[config.mk]
export PLATFORM = sky130hd
export DESIGN_NAME = gray_code_decoder
export DESIGN_NICKNAME = d
export VERILOG_FILES = /design/src/rtl/gray_code_decoder.sv
export SDC_FILE = /design/constraint.sdc
export NUM_CORES = 1
export LEC_CHECK = 0
export BUFFER_PORTS_ARGS = -buffer_cell sky130_fd_sc_hd__buf_4
export CORE_MARGIN = 2
export CORE_UTILIZATION = 58
export DETAILED_ROUTE_END_ITERATION = 10
export HOLD_SLACK_MARGIN = 0.08
export PLACE_DENSITY = 0.89
export SYNTH_ARGS = -nofsm -noshare
export SYNTH_HDL_FRONTEND = slang
export SYNTH_SLANG_ARGS = --single-unit
[constraint.sdc]
create_clock -name clk -period 3.1 [get_ports clk]
set_input_delay 0.31 -clock clk [delete_from_list [all_inputs] [get_ports clk]]
set_output_delay 0.31 -clock clk [all_outputs]
set_load 0.03 [all_outputs]
[src/rtl/gray_code_decoder.sv]
// Two-stage Gray-to-binary decoder for the Gray-coded counter bus.
// Flags samples that are not an adjacent step and keeps a saturating error count.
module gray_code_decoder #(
  parameter int WIDTH = 8,
  parameter int ERR_W = 8
) (
  input  logic             clk,
  input  logic             rst,
  input  logic             in_valid,
  input  logic [WIDTH-1:0] gray_in,
  input  logic             err_clr,
  output logic             out_valid,
  output logic [WIDTH-1:0] bin_out,
  output logic             step_err,
  output logic             dir_down,
  output logic [ERR_W-1:0] err_count
);

  // state   | meaning
  // S_EMPTY | no reference sample yet; next valid sample is accepted as-is
  // S_TRACK | reference held in r_prev_bin; each valid sample checked against it
  localparam logic [0:0] S_EMPTY = 1'b0;
  localparam logic [0:0] S_TRACK = 1'b1;

  localparam logic [WIDTH-1:0] ONE     = WIDTH'(1);
  localparam logic [ERR_W-1:0] ERR_MAX = '1;

  logic             r_v1;
  logic [WIDTH-1:0] r_g_q;
  logic [0:0]       r_state;
  logic [WIDTH-1:0] r_prev_bin;
  logic             r_out_valid;
  logic [WIDTH-1:0] r_bin_out;
  logic             r_step_err;
  logic             r_dir_down;
  logic [ERR_W-1:0] r_err_count;

  logic [WIDTH-1:0] w_bin;
  logic             w_up;
  logic             w_dn;
  logic             w_hold;
  logic             w_err;

  // Bit i of the binary value is the XOR of all Gray bits at or above i.
  always_comb begin
    w_bin = '0;
    for (int i = 0; i < WIDTH; i++) begin
      w_bin[i] = ^(r_g_q >> i);
    end
  end

  assign w_up   = (w_bin == r_prev_bin + ONE);
  assign w_dn   = (w_bin == r_prev_bin - ONE);
  assign w_hold = (w_bin == r_prev_bin);
  assign w_err  = (r_state == S_TRACK) && !w_up && !w_dn && !w_hold;

  always_ff @(posedge clk or posedge rst) begin
    if (rst) begin
      r_v1        <= 1'b0;
      r_g_q       <= '0;
      r_state     <= S_EMPTY;
      r_prev_bin  <= '0;
      r_out_valid <= 1'b0;
      r_bin_out   <= '0;
      r_step_err  <= 1'b0;
      r_dir_down  <= 1'b0;
    end else begin
      r_v1        <= in_valid;
      r_out_valid <= r_v1;
      if (in_valid) begin
        r_g_q <= gray_in;
      end
      if (r_v1) begin
        r_bin_out  <= w_bin;
        r_prev_bin <= w_bin;
        r_step_err <= w_err;
        r_state    <= S_TRACK;
        if (r_state == S_EMPTY) begin
          r_dir_down <= 1'b0;
        end else if (w_up) begin
          r_dir_down <= 1'b0;
        end else if (w_dn) begin
          r_dir_down <= 1'b1;
        end
      end
    end
  end

  // Clear takes priority over a coincident increment.
  always_ff @(posedge clk or posedge rst) begin
    if (rst) begin
      r_err_count <= '0;
    end else if (err_clr) begin
      r_err_count <= '0;
    end else if (r_v1 && w_err && (r_err_count != ERR_MAX)) begin
      r_err_count <= r_err_count + ERR_W'(1);
    end
  end

  assign out_valid = r_out_valid;
  assign bin_out   = r_bin_out;
  assign step_err  = r_step_err;
  assign dir_down  = r_dir_down;
  assign err_count = r_err_count;

endmodule

# Word level (Yosys, flattened, before mapping)
# Cells that the tools add are included.
[word_totals]
ff_bits = 29
out_inout_bits = 19
inputBits = 12
word_cells = 39
[classes]
eq_ne = 5
n_reduce_logical = 18
add_sub_neg = 3
muxes = 5
[ops]
columns = ["operator", "n"]
rows = [
  ["$reduce_xor 8->1", 8],
  ["$eq 8x8->1", 3],
  ["$add 8x1->8 const B", 2],
  ["$mux 8", 2],
  ["$ne 8x8->1 const B", 1],
  ["$sub 8x1->8 const B", 1],
  ["$logic_and 1x1->1", 5],
  ["$logic_not 1->1", 3],
  ["$mux 1", 3],
  ["$ne 3x1->1 const B", 1],
  ["$reduce_and 2->1", 1],
  ["$reduce_bool 2->1", 1],
]

# Depth between registers and ports, before layout
[logic_depth]
depth_word = 10
ltp_mapped = 11
ltp_nobuf = 9

# Worst setup path after synthesis
# Ideal clock, no wire load.
[synth_timing]
path_kind = "register -> register"
from = "reg bin_out[0] (netlist name)"
to = "reg r_err_count[2] (netlist: err_count[2])"
path_stages_with_launch = 11
setup_slack_ns = 0.183
t_arrival_ns = 2.792
setup_ns = 0.125
required_time_ns = 2.975
period_less_slack_ns = 2.917
n_path_buf = 2
path_cell_list = "dfrtp_1 buf_2 xor2_1 xnor3_1 or3_1 a32oi_1 a21oi_1 o41ai_4 buf_6 nor2_2 mux2_4"
[synth_rtl]
columns = ["element", "line", "text"]
rows = [
  ["end signal: assignment", "96", "r_err_count <= r_err_count + ERR_W'(1);"],
  ["end: declaration", "36", "logic [ERR_W-1:0] r_err_count;"],
]

# Worst setup path in the final report
[layout_timing]
from = "reg r_g_q[7]"
to = "reg r_err_count[3] (netlist: err_count[3])"
[layout_via]
elab_chain_len = 9
elab_cells_between_ends = 20
classes_between = "3 x eq/ne; 17 x reduce/logical"
[layout_lines]
columns = ["element", "line", "text"]
rows = [
  ["start: declaration", "29", "logic [WIDTH-1:0] r_g_q;"],
  ["start signal: assignment", "71", "r_g_q <= gray_in;"],
  ["$reduce_xor 8->1", "48", "w_bin[i] = ^(r_g_q >> i);"],
  ["$eq 8x8->1", "52", "assign w_up = (w_bin == r_prev_bin + ONE);"],
  ["$logic_not 1->1", "55", "assign w_err = (r_state == S_TRACK) && !w_up && !w_dn && !w_hold;"],
  ["$logic_and 1x1->1 (2 in series)", "55", ""],
  ["$logic_and 1x1->1 *", "55", ""],
  ["$logic_and 1x1->1 * (2 in series)", "95", "end else if (r_v1 && w_err && (r_err_count != ERR_MAX)) begin"],
  ["$reduce_bool 2->1 (no line) *", "n/a", ""],
]
# Every way passes the cells marked *; elsewhere a longest branch is shown, timed or not.
# A chain may end at the register's enable or synchronous reset.

==> parameters.txt <==
Parameter                              Value

Critical path
  Worst setup EP type ... flip-flop
  Critical path, cell by cell ... xor3_1 > xnor3_2 > mux2i_2 > o41ai_4 > nor4b_1 > o21ai_0 > or3_1 > a21oi_1
  Worst R2R Setup Slack ... 40 ps
  Worst-case reg-to-reg path depth ... 8
  Cell family contributing the most delay on the critical path ... XOR/XNOR gates
  Category of the critical setup timing path ... reg -> reg
  Type of origin of the critical path ... flip-flop
  Launch instance of the worst register-to-register path ... r_g_q[7]
  Data required time of the critical path ... ~3300 ps
  Critical Path Fanout Max ... 8
  Crit path arrival time ... 3260 ps
  CP peak stage delay ... roughly 490 ps
  Worst reg2reg path endpoint ... err_count[3]
  Critical path buffer and inverter count ... 0
  Worst-path cell with the longest stage delay ... sky130_fd_sc_hd__xnor3_2
  Worst Setup SP ... r_g_q[7]

Drt
  Number of antenna-violating nets in the routed design ... 0
  Via count ... 1978
  Drt via density ... just over 6
  Violation count after the first detailed-route iteration ... around 140
  Number of search-and-repair iterations in the first detailed-routing pass ... 5
  Total routed wirelength ... between 5 and 6 mm
  Post-route DRC ... 0
  Routed len/inst ... 16.3 um

Clock network
  Buffer levels on the longest clock path ... 2
  Maximum level of the CTS H-tree ... 2
  Clock insertion delay at the later pin of the skew report ... approximately 280 ps
  Root Buffer ... sky130_fd_sc_hd__clkbuf_8
  CTS tree ... done
  Cts bufs inserted ... 5
  Register clock-pin slew on the reported worst setup and hold paths ... roughly 60 ps
  Clock Sinks ... 29
  # Post-CTS Setup Buffers ... 0

Timing
  Achievable clock frequency ... 0.327 GHz
  Number of max-slew violations in the final report ... 0
  Max transition margin ... 0.264
  Transition time at the pin with the least slew margin ... about 1100 ps
  Fin crit period ... ~3100 ps
  Endpoints failing setup ... 0
  Post-route clock skew ... between 4 and 5 ps
  Hold Violations, Final ... 0
  Final worst-path cycle share ... 0.987
  Worst Setup Slack, final ... just over 40 ps

Hold path
  Hold-critical path depth ... 3
  Kind of path behind the tightest hold check ... in -> reg
  Hold path startpoint ... gray_in[5]
  End of the worst hold path ... r_g_q[5]

Layout
  Ratio of cells with drive above 1 in the final layout ... 0.282
  Ant diodes ... 0
  Final std cells w/o fill ... around 330
  FILL cells ... 298
  Post-layout net count ... 292
  Area added between synthesis and finish ... 14.8%
  Area used by multi-input combinational logic ... ~1500 sq um
  Area taken by flip-flops and latches ... roughly 730 sq um

Floorplanning
  Effective utilization at floorplan ... 0.600
  Standard cell core area ... about 4000 sq um
  Die width ... 68.3 um
  Die boundary height ... slightly below 70 um
  Count of standard-cell rows ... 23
  Die footprint ... around 4700 sq um
  Num ports ... 31

Logic synthesis
  Synth Cell Area ... between 2000 and 2500 sq um
  Area share of the largest cell type after synthesis ... 0.302
  Post-Synthesis Net Count ... ~260
  FFs w/ async S/R, synth ... 1.00
  Number of instances in the synthesized netlist ... roughly 240
  Yosys reg bits ... 29
  Number of enable-type register cells in the synthesized netlist ... 0
  Top cells by area, synth ... sky130_fd_sc_hd__dfrtp_1 30%, sky130_fd_sc_hd__xnor2_1 6.6%, sky130_fd_sc_hd__mux2_2 4.2%
  Sequential area share after synthesis ... 0.302
  Primary FF master, synth ... sky130_fd_sc_hd__dfrtp_1
  Post-synthesis cell type count ... 53
  Number of warnings issued by yosys ... 0
  Per-instance average area after synthesis ... slightly below 10 sq um
  Cell accounting for the most synthesized area ... sky130_fd_sc_hd__dfrtp_1

GRT
  Grt peak-use layer ... met2
  Total Routing Usage GR ... 0.256
  Wire length of the first global-routing pass ... 8.77 mm
  Met1 track utilization from global routing ... 0.335
  Number of global-route vias before repair ... about 1.9k
  M2 GR Usage ... 0.425
  Largest net degree at the start of global routing ... 30
  GR Util met3 ... 0.0411
  Number of antenna violations at the first check in global routing ... 0
  Aggregate global routing overflow ... 0

Status
  Outcome ... complete, no violations

Pwr
  VDD IR-drop max ... between 500 and 600 uV
  Total power divided by cell area ... 794 nW/um^2
  Static leakage ... around 1.2 nW

Job
  Number of maximum-capacitance constraint violations ... 0

Placement
  Cells after DPL ... 320
  Final HPWL DP ... 3.91 mm
  Final weighted congestion in routability-driven placement ... slightly above 0.9
  Count of input and output buffers ... 30
  Post-placement worst setup slack ... around 96 ps
[metal layers]
metal  share of wire  vias up
met4           0.027        0
met2            0.50       54
met1            0.43      975
li1                -      938
met3           0.042       11
met5               0        -
[kinds of logic after synthesis]
logic type / Yosys count / share of synthesized area
mux: 20 / 0.0912
buf+inv: 26 / 0.0683
compound gates: 48 / 0.146
fa+ha+maj: 3 / 0.0156
flops: 29 / 0.302
simple gates: 79 / 0.177
xor+xnor: 38 / 0.200
[state kept, by name (all words and copies together), names as in the netlist]
signal     count
r_g_q          8
r_v1           1
err_count      8
dir_down       1
bin_out        8
out_valid      1
step_err       1
r_state        1
[where the power goes]
group	leakage (nW)	internal [W]	total (W)	switching, W
clock network	0.0443	0.000175	0.000309	0.000133
registers	0.352	0.000438	0.000557	0.000120
logic	0.824	0.000588	0.00132	0.000733
[through the flow]
stage               TNS [ps]  instance area [sq um]  utilization  total power (W)  hold slack, ps
floorplan                  0                   2400            -          0.00155             341
global route           -78.9                   2760        0.689          0.00233             245
global placement           0                   2660        0.665          0.00179             522
detailed placement         0                   2660        0.665          0.00184             521
CTS                        0                   2750        0.687          0.00216             231
finish                     0                   2760        0.689          0.00219             236
[area by class of cell]
cell class              instances  share of cell area
repair buffers                 43               0.117
flip-flops and latches         29               0.264
well taps                      50              0.0227
clock buffers                   7              0.0313
multi-input cells             188               0.552
inverters                      10              0.0136
[repair_timing]
action	4_1_cts	5_1_grt
setup endpoints to repair	0	6
gates resized for setup	0	3
hold buffers	0	0
[worst max-delay path by stage]
stage | end | slack [ps] | depth (start not counted)
finish | err_count[3] | 40 | 8
global route | err_count[3] | -80 | 8
CTS | err_count[0] | 90 | 10
detailed placement | err_count[0] | 100 | 10
global placement | err_count[0] | 280 | 10
floorplan | err_count[2] | 180 | 10
[cell usage in the layout (no fill, tap or decap), types with 2 or more instances in the layout]
master and count:
sky130_fd_sc_hd__ha_1 3, sky130_fd_sc_hd__nor4_1 2, sky130_fd_sc_hd__xnor3_1 3, sky130_fd_sc_hd__o31ai_1 2, sky130_fd_sc_hd__and3_1 6, sky130_fd_sc_hd__xnor2_2 3
sky130_fd_sc_hd__xor2_2 2, sky130_fd_sc_hd__a31oi_1 3, sky130_fd_sc_hd__mux2i_1 7, sky130_fd_sc_hd__clkbuf_8 6, sky130_fd_sc_hd__and2_1 4, sky130_fd_sc_hd__o41ai_4 2
sky130_fd_sc_hd__o221a_1 2, sky130_fd_sc_hd__a211oi_1 3, sky130_fd_sc_hd__xor2_1 8, sky130_fd_sc_hd__mux2_2 9, sky130_fd_sc_hd__mux2_1 2, sky130_fd_sc_hd__xnor2_1 18
sky130_fd_sc_hd__nor2_1 17, sky130_fd_sc_hd__buf_4 43, sky130_fd_sc_hd__inv_1 10, sky130_fd_sc_hd__nand2_1 14, sky130_fd_sc_hd__or3_1 6, sky130_fd_sc_hd__nor3_1 6
sky130_fd_sc_hd__o211ai_1 2, sky130_fd_sc_hd__nor4b_1 3, sky130_fd_sc_hd__dfrtp_1 28, sky130_fd_sc_hd__or2_2 2, sky130_fd_sc_hd__nand3_1 7, sky130_fd_sc_hd__a21oi_1 13
sky130_fd_sc_hd__nand4b_1 2, sky130_fd_sc_hd__nand4_1 2, sky130_fd_sc_hd__nor2b_1 3, sky130_fd_sc_hd__o21ai_0 13, sky130_fd_sc_hd__xnor2_4 2
[worst min-delay path, delay by kind of cell]
| kind | cells | cell delay (ps) |
|---|---|---|
| compound gates | 1 | 60 |
| buf+inv | 1 | 80 |
| simple gates | 1 | 40 |
[cell usage after synthesis, types with 3 or more instances]
| cell | instances |
|---|---|
| sky130_fd_sc_hd__or3_1 | 6 |
| sky130_fd_sc_hd__buf_6 | 6 |
| sky130_fd_sc_hd__mux2_2 | 9 |
| sky130_fd_sc_hd__xnor2_2 | 3 |
| sky130_fd_sc_hd__buf_2 | 3 |
| sky130_fd_sc_hd__nand2_1 | 14 |
| sky130_fd_sc_hd__a211oi_1 | 4 |
| sky130_fd_sc_hd__o21ai_0 | 13 |
| sky130_fd_sc_hd__a21oi_1 | 13 |
| sky130_fd_sc_hd__ha_1 | 3 |
| sky130_fd_sc_hd__clkbuf_1 | 4 |
| sky130_fd_sc_hd__xnor3_1 | 3 |
| sky130_fd_sc_hd__inv_1 | 10 |
| sky130_fd_sc_hd__a31oi_1 | 3 |
| sky130_fd_sc_hd__mux2i_1 | 8 |
| sky130_fd_sc_hd__and2_1 | 4 |
| sky130_fd_sc_hd__dfrtp_1 | 29 |
| sky130_fd_sc_hd__nor4b_1 | 3 |
| sky130_fd_sc_hd__xor2_1 | 8 |
| sky130_fd_sc_hd__nor3_1 | 6 |
| sky130_fd_sc_hd__nor2b_1 | 3 |
| sky130_fd_sc_hd__nand3_1 | 7 |
| sky130_fd_sc_hd__xnor2_1 | 18 |
| sky130_fd_sc_hd__and3_1 | 6 |
| sky130_fd_sc_hd__nor2_1 | 17 |
Power figures use the tool's default switching activity.
